===== config.mk =====
export PLATFORM = sky130hd
export DESIGN_NAME = alu_operand_sequencer
export DESIGN_NICKNAME = d
export VERILOG_FILES = /design/src/rtl/alu_seq_pkg.sv /design/src/rtl/alu_operand_sequencer_key_debounce.sv /design/src/rtl/alu_operand_sequencer.sv
export SDC_FILE = /design/constraint.sdc
export NUM_CORES = 1
export LEC_CHECK = 0
export ABC_AREA = 1
export ABC_CLOCK_PERIOD_IN_PS = 3500
export BUFFER_PORTS_ARGS = -buffer_cell sky130_fd_sc_hd__buf_2
export CORE_UTILIZATION = 50
export DETAILED_ROUTE_END_ITERATION = 16
export PLACE_DENSITY = 0.68
export SYNTH_ARGS = -nofsm -noshare
export SYNTH_HDL_FRONTEND = slang
export SYNTH_SLANG_ARGS = --single-unit

===== constraint.sdc =====
create_clock -name clk -period 3.5 [get_ports clk]
set_clock_uncertainty 0.05 [all_clocks]
set_input_delay 0.175 -clock clk [delete_from_list [all_inputs] [get_ports clk]]
set_output_delay 0.175 -clock clk [all_outputs]
set_load 0.01 [all_outputs]

===== src/rtl/alu_seq_pkg.sv =====
// Shared types and constants for the ALU operand load sequencer.
// The state encoding doubles as the status LED pattern on the stage output.
package alu_seq_pkg;

    typedef enum logic [1:0] {
        WAIT_A = 2'b00,
        WAIT_B = 2'b01,
        WAIT_F = 2'b10
    } seq_state_t;

    // 10 ms of stable key level at a 50 MHz clock
    localparam int DEB_CNT_DEFAULT = 500000;

endpackage


===== src/rtl/alu_operand_sequencer_key_debounce.sv =====
// Key synchroniser and debouncer: one-cycle press pulse per accepted rising level.
// Latency: 2 sync cycles + DEB_CNT stable cycles; no backpressure, the pulse is not held.
module key_debounce
    import alu_seq_pkg::*;
#(
    parameter int DEB_CNT = DEB_CNT_DEFAULT,
    parameter int CNT_W   = $clog2(DEB_CNT)
) (
    input  logic clk,
    input  logic rst,
    input  logic key,
    output logic press
);

    logic             key_s1;
    logic             key_s2;
    logic             deb;
    logic             deb_d;
    logic [CNT_W-1:0] cnt;

    always_ff @(posedge clk or posedge rst) begin
        if (rst) begin
            key_s1 <= 1'b0;
            key_s2 <= 1'b0;
            deb    <= 1'b0;
            deb_d  <= 1'b0;
            cnt    <= '0;
        end else begin
            key_s1 <= key;
            key_s2 <= key_s1;
            deb_d  <= deb;
            // A level is accepted only after DEB_CNT consecutive disagreeing cycles
            if (key_s2 == deb) begin
                cnt <= '0;
            end else if (cnt == CNT_W'(DEB_CNT - 1)) begin
                deb <= key_s2;
                cnt <= '0;
            end else begin
                cnt <= cnt + CNT_W'(1);
            end
        end
    end

    assign press = deb & ~deb_d;

endmodule


===== src/rtl/alu_operand_sequencer.sv =====
// Steps through A, B and F loads on debounced presses, one registered strobe per step.
// Latency: strobe one cycle after press; ALU_SEQ_AUTO_EXEC_EN makes ld_f follow ld_b automatically.
module alu_operand_sequencer
    import alu_seq_pkg::*;
#(
    parameter int DEB_CNT = DEB_CNT_DEFAULT,
    parameter int CNT_W   = $clog2(DEB_CNT)
) (
    input  logic       clk,
    input  logic       rst,
    input  logic       key,
    output logic       ld_a,
    output logic       ld_b,
    output logic       ld_f,
    output logic [1:0] stage
);

    logic       press;
    seq_state_t state;

    key_debounce #(
        .DEB_CNT (DEB_CNT),
        .CNT_W   (CNT_W)
    ) u_key_debounce (
        .clk   (clk),
        .rst   (rst),
        .key   (key),
        .press (press)
    );

    always_ff @(posedge clk or posedge rst) begin
        if (rst) begin
            state <= WAIT_A;
            ld_a  <= 1'b0;
            ld_b  <= 1'b0;
            ld_f  <= 1'b0;
        end else begin
            ld_a <= 1'b0;
            ld_b <= 1'b0;
            ld_f <= 1'b0;
            case (state)
                WAIT_A: if (press) begin
                    ld_a  <= 1'b1;
                    state <= WAIT_B;
                end
                WAIT_B: if (press) begin
                    ld_b  <= 1'b1;
                    state <= WAIT_F;
                end
`ifdef ALU_SEQ_AUTO_EXEC_EN
                // Transient: any press landing in this cycle is dropped
                WAIT_F: begin
                    ld_f  <= 1'b1;
                    state <= WAIT_A;
                end
`else
                WAIT_F: if (press) begin
                    ld_f  <= 1'b1;
                    state <= WAIT_A;
                end
`endif
                default: state <= WAIT_A;
            endcase
        end
    end

    assign stage = state;

endmodule


==> qor.csv <==
metric,value,unit
RSZ-0062 raised after global routing,false,
Mapped Avg Cell Area,8.17,um2
HP Class,in2async,
crit-path most repeated cell,nand2_1,
max frequency,636,MHz
CP cell instances,ha_1 -> nand2_1 -> nor2_4 -> nand2_1 -> nor2_1 -> nand2_1 -> nand2_2 -> nor2_1,
Post-Synth Simple-Gate Area,0.299,
vias in the first global route,1011,
share of post-route cells with drive strength above 1,0.112,
die outline area,2920,um2
status,"finished, final reports clean",
Die Span X,54.1,um
Least-Margin Pin Slew,1.01,ns
slew margin rel.,0.324,
largest net degree at the start of global routing,29,
nets,183,
CP Max Fanout,7,
I/O pins,8,
first drt pass iteration count,4,
yosys warns,0,
post-synthesis mux area share,0,
setup_tns,0,ns
CTS root buf,clkbuf_4,
Power Total,0.000559,W
power density cells,375,nW/um2
Rows,18,
reg2reg start,u_key_debounce.cnt[0],
Period minus WS final,1.57,ns
compound-gate portion of the synthesized area,0.0387,
post-DR wirelength/cell,11.4,um
footprint of the multi-input gates,566,um2
met3 Use GR,0.0508,
post-route ant nets,0,
CTS buffer count,3,
max cap viols,0,
HPWL after DPL,1840,um
GPL Wtd Cong,0.850,
Reg area,701,um2
clock transition at the registers of the reported paths,0.14,ns
"Remaining Overflow, GRT",0,
fill count,238,
#FFs+latches synth,28,
Final Hold Viols,0,
gr usage total,0.203,
Area Overhead vs Synth,9.96,%
Die Height,54.1,um
Sinks on Clock Net,28,
Max Slew Vio Count,0,
final wirelength,2380,um
GR met2 Demand/Resource,0.356,
Max IR drop VDD,415,uV
WP data arrival,1.76,ns
Synth Net Count,170,
sequential area share after synthesis,0.517,
Port Buffer Count,7,
Core ar.,2520,um2
ANT cells,0,
CP endpoint kind,flip-flop,
1st-iter DRT viols,14,
maximum buffer depth of the clock tree,2,
kind of critical path,reg2reg,
Initial Util,0.538,
largest family of logic cells by synthesized area,simple AND/OR/NAND/NOR gates,
"Largest stage delay, worst path",0.40,ns
Mapped Cells,166,
LEAKAGE,0.662,nW
GR Util met1,0.252,
first-pass GRT wire length,4250,um
Synth cell types,20,
synthesized cell area,1360,um2
hold slack,0.00630,ns
Final period util,0.449,
DR vias/cell,4.99,
Critical-path top delay cell,dfrtp_1,
post-synthesis xor/xnor area fraction,0.0701,
Post-Synth Adder-Cell Area,0.00923,
initial antenna violation count,0,
CP Data Required Time,3.69,ns
Setup Buffers After CTS,0,
CTS tree,done,
Setup crit start,u_key_debounce.cnt[0],
vias after detailed routing,1038,
startpoint types,flip-flop,
maximum level of the CTS H-tree,1,
# DRC,0,
Finish-stage setup viols,0,
GRT busiest layer,met2,
"Clk Latency, worst-skew pair",0.33,ns
## stage by stage
stage	setup WS (ns)	cells	utilization	area, um2
floorplan	2.14	166	-	1360
global placement	2.02	203	0.566	1430
detailed placement	1.94	203	0.566	1430
CTS	1.92	208	0.591	1490
global route	1.76	208	0.591	1490
finish	1.93	208	0.591	1490
## Yosys cell counts, drive strengths merged
master / n / area [um2]
nand4: 2 / 12.5
o22ai: 2 / 12.5
dfrtp: 28 / 701
xnor2: 3 / 26.3
a21oi: 4 / 20.0
xor2: 7 / 68.8
nand3: 14 / 70.1
nor2: 44 / 188
o21ai: 4 / 20.0
inv: 24 / 90.1
nand2: 30 / 118
nor3: 2 / 10.0
ha: 1 / 12.5
nor3b: 1 / 7.51
## layout by cell type, fill, tap and decap left out, drive strengths merged
master and instances:
clkbuf 3, ha 1, o22ai 2, nand4 2, bufinv 1, nand3 14, xnor2 3, nor2 44
buf 7, inv 24, nor3b 1, nand2 30, o21ai 4, xor2 7, dlygate4sd3 1, a21oi 4
dfrtp 28, nor3 2
## logic make-up after synthesis
kind of cell,count (synthesis)
simple gates,93
flops,28
buf+inv,24
compound gates,10
xor+xnor,10
fa+ha+maj,1
## final timing paths
path	end	slack [ns]	depth (start not counted)
max in group asynchronous	u_key_debounce.cnt[3]	2.79	2
max	u_key_debounce.cnt[1]	1.93	8
min	ld_f	0.006	2
min reg2reg	u_key_debounce.key_s2	0.32	0
max reg2reg	u_key_debounce.cnt[1]	1.93	8
min in group clk	u_key_debounce.key_s2	0.32	0
## power breakdown
part / switching [W] / total, W / internal, W
Clock: 0.0000946 / 0.000210 / 0.000116
Sequential: 0.00000267 / 0.000330 / 0.000327
Combinational: 0.0000133 / 0.0000184 / 0.00000509
Total: 0.000111 / 0.000559 / 0.000448
## cell type report
cell class | count | area share
multi-input cells | 114 | 0.379
well taps | 30 | 0.0252
flip-flops and latches | 28 | 0.470
clock buffers | 3 | 0.0151
clock inverters | 1 | 0.0201
repair buffers | 8 | 0.0302
inverters | 24 | 0.0604
## per-layer routing
layer	vias to the layer above	share of wire
li1	535	-
met1	483	0.49
met2	17	0.47
met3	3	0.034
met4	0	0.0042
met5	-	0
## flip-flops by register name, summed over array words and instances (netlist names)
register	flops
u_key_debounce.cnt	19
stage	2
ld_a	1
ld_b	1
ld_f	1
u_key_debounce.deb	1
u_key_debounce.deb_d	1
u_key_debounce.key_s1	1
u_key_debounce.key_s2	1
## worst max-delay path, delay by kind of cell (launching register included)
kind	cells	cell delay, ns
flops	1	0.40
simple gates	7	0.86
fa+ha+maj	1	0.18
## repair_timing
action / in CTS / in global routing
resized for setup: 0 / 0
hold buffers: 1 / 0
hold endpoints to repair: 1 / 0
(Power assumes the default switching activity.)
